[config.mk]
export PLATFORM = sky130hd
export DESIGN_NAME = decode_unit_flat
export DESIGN_NICKNAME = d
export VERILOG_FILES = /design/src/rtl/decode_pkg.sv /design/src/rtl/decode_unit_if.sv /design/src/rtl/decode_unit.sv /design/src/flat_wrapper.sv
export SDC_FILE = /design/constraint.sdc
export NUM_CORES = 1
export LEC_CHECK = 0
export CAP_MARGIN = 5
export CORE_AREA = 5 5 92 60
export CTS_BUF_LIST = sky130_fd_sc_hd__clkbuf_8
export DETAILED_ROUTE_END_ITERATION = 6
export DIE_AREA = 0 0 97 65
export PLACE_DENSITY = 0.74
export SYNTH_ARGS = -nofsm -noshare
export SYNTH_HDL_FRONTEND = slang
export SYNTH_SLANG_ARGS = --single-unit
[constraint.sdc]
create_clock -name clk -period 1.7 [get_ports clk]
set_input_delay 0.34 -clock clk [delete_from_list [all_inputs] [get_ports clk]]
set_output_delay 0.34 -clock clk [all_outputs]
set_load 0.01 [all_outputs]
[src/rtl/decode_pkg.sv]
// Shared decode definitions: opcode and FSM state encodings, instruction field positions,
// and the combinational opcode classifier used by the decode FSM.
package decode_pkg;

   typedef enum logic [3:0] {
      OP_NOP  = 4'h0,
      OP_ADD  = 4'h1,
      OP_SUB  = 4'h2,
      OP_AND  = 4'h3,
      OP_OR   = 4'h4,
      OP_XOR  = 4'h5,
      OP_SHL  = 4'h6,
      OP_SHR  = 4'h7,
      OP_LDI  = 4'h8,
      OP_ADDI = 4'h9,
      OP_HALT = 4'hF
   } opcode_e;

   typedef enum logic [2:0] {
      ST_IDLE   = 3'd0,
      ST_FETCH  = 3'd1,
      ST_DECODE = 3'd2,
      ST_ISSUE  = 3'd3,
      ST_HALT   = 3'd4
   } state_e;

   localparam int OPC_HI = 15;
   localparam int OPC_LO = 12;
   localparam int RD_HI  = 11;
   localparam int RD_LO  = 8;
   localparam int RS1_HI = 7;
   localparam int RS1_LO = 4;
   localparam int RS2_HI = 3;
   localparam int RS2_LO = 0;
   localparam int IMM_HI = 7;
   localparam int IMM_LO = 0;

   typedef struct packed {
      logic writes_rd;
      logic uses_imm;
      logic illegal;
   } dec_t;

   // Codes A..E are unassigned; everything from ADD through ADDI writes rd.
   function automatic dec_t decode_op(input logic [3:0] op);
      dec_t d;
      d.writes_rd = (op >= OP_ADD) && (op <= OP_ADDI);
      d.uses_imm  = (op == OP_LDI) || (op == OP_ADDI);
      d.illegal   = (op > OP_ADDI) && (op < OP_HALT);
      return d;
   endfunction

endpackage

[src/rtl/decode_unit_if.sv]
// Fetch/decode/issue bundle between the decode unit (slave) and its surroundings (master).
interface decode_unit_if #(parameter int CNT_W = 16) ();
   logic             start;
   logic             en_pc;
   logic [15:0]      instruction;
   logic             out_valid;
   logic             out_ready;
   logic [3:0]       opcode;
   logic [3:0]       rd;
   logic [3:0]       rs1;
   logic [3:0]       rs2;
   logic [7:0]       imm8;
   logic             uses_imm;
   logic             writes_rd;
   logic             halted;
   logic             illegal;
   logic [CNT_W-1:0] instr_count;

   modport master (
      output start, instruction, out_ready,
      input  en_pc, out_valid, opcode, rd, rs1, rs2, imm8,
             uses_imm, writes_rd, halted, illegal, instr_count
   );

   modport slave (
      input  start, instruction, out_ready,
      output en_pc, out_valid, opcode, rd, rs1, rs2, imm8,
             uses_imm, writes_rd, halted, illegal, instr_count
   );
endinterface

[src/rtl/decode_unit.sv]
// Instruction decode FSM: fetch -> decode -> issue with valid/ready hold in ISSUE; first
// out_valid three cycles after start, one instruction per three cycles at full throughput.
module decode_unit
   import decode_pkg::*;
#(
   parameter int CNT_W = 16
) (
   input  logic       clk,
   input  logic       reset,
   decode_unit_if.slave bus
);

   state_e           state;
   state_e           state_nxt;
   logic [3:0]       op_in;
   dec_t             dec_in;
   logic             count_inc;

   logic [3:0]       opcode_q;
   logic [3:0]       rd_q;
   logic [3:0]       rs1_q;
   logic [3:0]       rs2_q;
   logic [7:0]       imm8_q;
   logic             uses_imm_q;
   logic             writes_rd_q;
   logic             halted_q;
   logic             illegal_q;
   logic [CNT_W-1:0] count_q;

   assign op_in  = bus.instruction[OPC_HI:OPC_LO];
   assign dec_in = decode_op(op_in);

   always_comb begin
      state_nxt = state;
      case (state)
         ST_IDLE:   if (bus.start) state_nxt = ST_FETCH;
         ST_FETCH:  state_nxt = ST_DECODE;
         ST_DECODE: begin
            if (dec_in.illegal || op_in == OP_HALT) state_nxt = ST_HALT;
            else if (op_in == OP_NOP)               state_nxt = ST_FETCH;
            else                                    state_nxt = ST_ISSUE;
         end
         ST_ISSUE:  if (bus.out_ready) state_nxt = ST_FETCH;
         ST_HALT:   state_nxt = ST_HALT;
         default:   state_nxt = ST_IDLE;
      endcase
   end

   always_ff @(posedge clk or posedge reset) begin
      if (reset) state <= ST_IDLE;
      else       state <= state_nxt;
   end

   always_ff @(posedge clk or posedge reset) begin
      if (reset) begin
         opcode_q    <= '0;
         rd_q        <= '0;
         rs1_q       <= '0;
         rs2_q       <= '0;
         imm8_q      <= '0;
         uses_imm_q  <= 1'b0;
         writes_rd_q <= 1'b0;
         halted_q    <= 1'b0;
         illegal_q   <= 1'b0;
      end else if (state == ST_DECODE) begin
         opcode_q    <= op_in;
         rd_q        <= bus.instruction[RD_HI:RD_LO];
         rs1_q       <= bus.instruction[RS1_HI:RS1_LO];
         rs2_q       <= bus.instruction[RS2_HI:RS2_LO];
         imm8_q      <= bus.instruction[IMM_HI:IMM_LO];
         uses_imm_q  <= dec_in.uses_imm;
         writes_rd_q <= dec_in.writes_rd;
         if (op_in == OP_HALT) halted_q  <= 1'b1;
         if (dec_in.illegal)   illegal_q <= 1'b1;
      end
   end

   // Retirement: issue handshake, NOP dropping out of decode, or HALT entry; illegal never retires.
   assign count_inc = (state == ST_ISSUE && bus.out_ready) ||
                      (state == ST_DECODE && (op_in == OP_NOP || op_in == OP_HALT));

   always_ff @(posedge clk or posedge reset) begin
      if (reset)                                       count_q <= '0;
      else if (count_inc && count_q != {CNT_W{1'b1}})  count_q <= count_q + CNT_W'(1);
   end

   assign bus.en_pc       = (state == ST_FETCH);
   assign bus.out_valid   = (state == ST_ISSUE);
   assign bus.opcode      = opcode_q;
   assign bus.rd          = rd_q;
   assign bus.rs1         = rs1_q;
   assign bus.rs2         = rs2_q;
   assign bus.imm8        = imm8_q;
   assign bus.uses_imm    = uses_imm_q;
   assign bus.writes_rd   = writes_rd_q;
   assign bus.halted      = halted_q;
   assign bus.illegal     = illegal_q;
   assign bus.instr_count = count_q;

endmodule

[src/flat_wrapper.sv]
// flat-port wrapper written by rule: the top's interface ports become plain ports
module decode_unit_flat import decode_pkg::*;
#(
   parameter int CNT_W = 16
)
  (clk, reset, bus_start, bus_instruction, bus_out_ready, bus_en_pc, bus_out_valid, bus_opcode, bus_rd, bus_rs1, bus_rs2, bus_imm8, bus_uses_imm, bus_writes_rd, bus_halted, bus_illegal, bus_instr_count);
  decode_unit_if #(.CNT_W(CNT_W)) bus_i ();
  input  logic clk;
  input  logic reset;
  input wire logic [$bits(bus_i.start)-1:0] bus_start;
  input wire logic [$bits(bus_i.instruction)-1:0] bus_instruction;
  input wire logic [$bits(bus_i.out_ready)-1:0] bus_out_ready;
  output wire logic [$bits(bus_i.en_pc)-1:0] bus_en_pc;
  output wire logic [$bits(bus_i.out_valid)-1:0] bus_out_valid;
  output wire logic [$bits(bus_i.opcode)-1:0] bus_opcode;
  output wire logic [$bits(bus_i.rd)-1:0] bus_rd;
  output wire logic [$bits(bus_i.rs1)-1:0] bus_rs1;
  output wire logic [$bits(bus_i.rs2)-1:0] bus_rs2;
  output wire logic [$bits(bus_i.imm8)-1:0] bus_imm8;
  output wire logic [$bits(bus_i.uses_imm)-1:0] bus_uses_imm;
  output wire logic [$bits(bus_i.writes_rd)-1:0] bus_writes_rd;
  output wire logic [$bits(bus_i.halted)-1:0] bus_halted;
  output wire logic [$bits(bus_i.illegal)-1:0] bus_illegal;
  output wire logic [$bits(bus_i.instr_count)-1:0] bus_instr_count;
  assign bus_i.start = bus_start;
  assign bus_i.instruction = bus_instruction;
  assign bus_i.out_ready = bus_out_ready;
  assign bus_en_pc = bus_i.en_pc;
  assign bus_out_valid = bus_i.out_valid;
  assign bus_opcode = bus_i.opcode;
  assign bus_rd = bus_i.rd;
  assign bus_rs1 = bus_i.rs1;
  assign bus_rs2 = bus_i.rs2;
  assign bus_imm8 = bus_i.imm8;
  assign bus_uses_imm = bus_i.uses_imm;
  assign bus_writes_rd = bus_i.writes_rd;
  assign bus_halted = bus_i.halted;
  assign bus_illegal = bus_i.illegal;
  assign bus_instr_count = bus_i.instr_count;
  decode_unit #(.CNT_W(CNT_W)) u_core (.clk(clk), .reset(reset), .bus(bus_i));
endmodule
# Word level (Yosys, flattened, before mapping)

Index checks and enable logic that the tools add are counted.

Bits in registers: 47
Logic and storage cells: 45

Eq/ne operators: 10
Add/sub/neg operators: 1
Mux-type cells: 5
Magnitude comparators: 4
Reduce and logical (&&, ||, !) cells: 14

Operators by type and width:

| cell                                                                                | number |
|---|---|
| 16-bit by 1-bit adder with 16-bit output, second input constant                     | 1 |
| 16-bit != test, second input constant                                               | 1 |
| 3-bit case mux with 5 select lines                                                  | 1 |
| 4-bit == test, second input constant                                                | 3 |
| 3-bit two-way mux                                                                   | 3 |
| 3-bit by 2-bit == test with 1-bit output, second input constant                     | 2 |
| 2-bit AND reduction                                                                 | 3 |
| 1-bit logical AND                                                                   | 5 |
| 4-bit by 1-bit greater-or-equal comparator with 1-bit output, second input constant | 1 |
| 4-bit > comparator, second input constant                                           | 1 |
| 4-bit <= comparator, second input constant                                          | 1 |
| 4-bit logical NOT                                                                   | 1 |
| 1-bit logical OR                                                                    | 4 |
| 4-bit < comparator, second input constant                                           | 1 |
| 2-bit != test, second input constant                                                | 2 |
| 3-bit by 1-bit == test with 1-bit output, second input constant                     | 1 |
| 3-bit == test, second input constant                                                | 1 |
| 3-bit logical NOT                                                                   | 1 |
| 2-bit two-way mux                                                                   | 1 |

# Longest topological paths before layout

Depth in word-level cells: 5
Gate-level depth with buffers: 7
Mapped depth without buffers: 6

# Worst setup path before layout

Ideal clock, no wire load.

Path kind: register to register
From: reg u_core.count_q[0] (netlist: u_core.bus.instr_count[0])
To: reg u_core.count_q[5] (netlist: u_core.bus.instr_count[5])
Slack: -175 ps
Arrival time: 1745 ps
Stages on the path, launching flop included: 8
Data required time: 1569 ps
Setup time: 131 ps
Path through: dfrtp_1 > ha_1 > and4_1 > nand3_2 > o32ai_2 > buf_6 > nor2_1 > xor2_1

Longest elaborated chain between the ends: 2
Elaborated cells on any way between the ends: 3
Classes of those cells: 1 x add/sub; 1 x eq/ne; 1 x reduce/logical

Ends and longest elaborated chain:

| item                                                                                             | line              | source |
|---|---|---|
| from (decl)                                                                                      | decode_unit.sv:28 | `logic [CNT_W-1:0] count_q;` |
| from (signal assigned)                                                                           | decode_unit.sv:84 | `else if (count_inc && count_q != {CNT_W{1'b1}}) count_q <= count_q + CNT_W'(1);` |
| parallel branches: the longest is 2 deep, another holds 16-bit by 1-bit adder with 16-bit output | --                |  |

Several ways; the timed one is not identified.
A chain may end at the register's enable or synchronous reset.

# Worst setup path after layout

From: reg u_core.count_q[1] (netlist: u_core.bus.instr_count[1])
To: reg u_core.count_q[12] (netlist: u_core.bus.instr_count[12])

The elaborated chain is that of the path after synthesis.

==> impl_metrics.toml <==
[outcome]
status = "finished with violations"
violations = "setup timing"

[global_route]
antenna_found_initial = 0
grt_pass1_wl_um = 8211
grt_pass1_vias = 1693
overflow = 0
grt_max_degree = 40
grtUsageTotal = 0.1644

[power]
ir_drop_mv = 0.8356
power.density_nw_per_um2 = 1457
p_leak_uw = 0.001530

[clocking]
cts_sinks = 39
clkTransAtPathRegs_ps = 80
clk_latency_ps = 300
ctsHtreeMaxLevel = 2
cts_tree = "done"
clock-root-buffer = "clkbuf_8"
numCtsBuffers = 5
clk_path_buf_depth = 2

[cells_and_area]
final_cell_area_sq_um = 3040
final_nets = 307
n_antenna_cell = 0
stdcell_count = 353
area_growth_pct = 67.82
drive_gt1_frac = 0.2683
fin_util = 0.6429
regArea_sq_um = 979.7
fillerInstances = 395
multi_input_area_sq_um = 842.1

[placement]
post-place-ws_ps = -516.8
hpwl_um = 3321
globalplace.congestion = 0.8111
place_area_sq_um = 2718
port_buffers = 65
dp_cells = 330

[routing]
drt_pass1_iterations = 4
avgViaCountPerCell = 4.567
wl_um = 4900
ant_nets = 0
drt_iter0_drc = 91
num_vias = 1612
wl_per_cell_um = 13.88
drc_errors = 0

[critical_path]
end_kind = "flip-flop"
required_ps = 1880
worstPathArrival_ps = 1960
critPathKind = "flip-flop to flip-flop"
cp_max_fo = 4
cp-start-kind = "flip-flop"

[synth]
synthCells = 185
ys_warn_count = 0
avgSynthCellArea_sq_um = 9.793
yosysTopAreaCell = "dfrtp_1"
ys_ff_latch = 39
synth_top_area_frac = 0.5387
synth_cell_type_count = 34
yosysSeqAreaShare = 0.5387
synthTopCellsByArea = "dfrtp_1 54%, nand2_1 13%, xor2_1 3.9%"
syn_area_sq_um = 1812
synth_nets = 206

[floorplanning]
die-area_sq_um = 6305
die_h_um = 65
core_area_sq_um = 4730
rows = 20
io_pins = 66
initial_utilization = 0.3831
die_w_um = 97

[sta]
hold_viol = 0
max_slew_margin = 0.7497
period_needed_ps = 1777
fin_setup_tns_ps = -646.0
rsz0062_at_grt = "true"
fin_ws_ps = -77.49
setup_viol = 12
slew_viol_final = 0
fin_skew_ps = 8.314
tightest_slew_ps = 371.5
min_period_over_period = 1.046
max_freq_mhz = 562.6

[job]
drv_cap = 0

[worst_hold_path]
hold_path.class = "input pin to async pin"
-- layout by cell type (no fill, tap or decap), drive strengths merged, types with 3 or more instances in the layout --
| master | instances |
|---|---|
| a21oi | 4 |
| buf | 43 |
| clkbuf | 7 |
| clkdlybuf4s50 | 53 |
| dfrtp | 39 |
| dlygate4sd2 | 6 |
| dlymetal6s2s | 4 |
| inv | 3 |
| nand2 | 61 |
| nand3 | 6 |
| nand4 | 6 |
| nor2 | 6 |
| nor3 | 6 |
| o21ai | 5 |
| xnor2 | 7 |
| xor2 | 8 |
-- cells in the mapped netlist, drive strengths merged --
library cell	count
a21oi	4
and2	1
and3	2
and4	2
buf	9
clkbuf	5
dfrtp	39
ha	1
inv	3
nand2	61
nand2b	1
nand3	6
nand3b	1
nand4	6
nor2	6
nor2b	2
nor3	6
nor3b	1
nor4	1
o21ai	5
o21bai	2
o32a	1
o32ai	1
or2	1
or3b	2
or4	1
xnor2	7
xor2	8
-- state kept, by name, summed over array words and instances (netlist names) --
name	count
u_core.bus.writes_rd	1
u_core.bus.illegal	1
u_core.bus.rd	4
u_core.bus.uses_imm	1
u_core.bus.rs2	3
u_core.bus.imm8	5
u_core.state	3
u_core.bus.halted	1
u_core.bus.opcode	4
u_core.bus.instr_count	16
-- per-layer routing --
| layer | vias up | share of wire | track usage |
|---|---|---|---|
| met5 | - | 0 | 0 |
| met1 | 757 | 0.48 | 0.2119 |
| li1 | 803 | - | - |
| met4 | 0 | 0.0065 | 0.04729 |
| met3 | 3 | 0.055 | 0.05699 |
| met2 | 49 | 0.46 | 0.2637 |
-- path summary, 6_finish.rpt --
path,startpoint,endpoint,slack (ps),cells after the start
max reg2reg,u_core.bus.instr_count[1]$_DFFE_PP0P_,u_core.bus.instr_count[12]$_DFFE_PP0P_,-80,7
max in group asynchronous,reset,u_core.bus.instr_count[9]$_DFFE_PP0P_,1100,3
max,u_core.bus.instr_count[1]$_DFFE_PP0P_,u_core.bus.instr_count[12]$_DFFE_PP0P_,-80,7
min reg2reg,u_core.bus.halted$_DFFE_PP0P_,u_core.bus.halted$_DFFE_PP0P_,480,1
min,reset,u_core.bus.instr_count[13]$_DFFE_PP0P_,390,3
min in group clk,u_core.bus.halted$_DFFE_PP0P_,u_core.bus.halted$_DFFE_PP0P_,480,1
-- metrics by stage --
step           hold WS, ps  power [uW]
3_3_place_gp         457.2        3415
5_1_grt              430.9        4748
4_1_cts              401.3        4449
6_report             390.8        4430
3_5_place_dp         463.5        3464
2_1_floorplan        445.4        2397
-- logic make-up after synthesis --
logic type,count (synthesis),share of synthesized area
AOI/OAI and AO/OA,13,0.05456
xor gates and xnor gates,15,0.07252
adders and majority gates,1,0.006905
buffers and inverters,17,0.05594
DFF,39,0.5387
and+or+nand+nor,100,0.2714
-- critical path, cell delays in order (launching register included) --
cell	delay [ps]
dfrtp_1	390
ha_4	150
and4_4	230
nand3_4	110
o32ai_4	400
buf_4	190
nor3_4	40
xor2_1	150
-- where the power goes --
| group | switching (uW) | internal [uW] |
|---|---|---|
| Sequential | 204 | 1240 |
| Clock | 333 | 475 |
| Combinational | 970 | 1210 |
| Total | 1510 | 2920 |
-- layout make-up --
cell class / instances / share of cell area
multi-input combinational: 129 / 0.2770
clock inverter: 2 / 0.01152
inverter: 3 / 0.003704
timing repair buffer: 108 / 0.3313
clock buffer: 6 / 0.02716
tap: 66 / 0.02716
sequential: 39 / 0.3222
-- repair_timing --
item	in CTS	in global routing
hold buffers	0	0
resized for setup	24	12
pin swaps	10	8
cloned	0	0
endpoints found under the setup margin	18	20
setup buffers	12	3
Note: power is estimated with default switching activity, not from simulation.
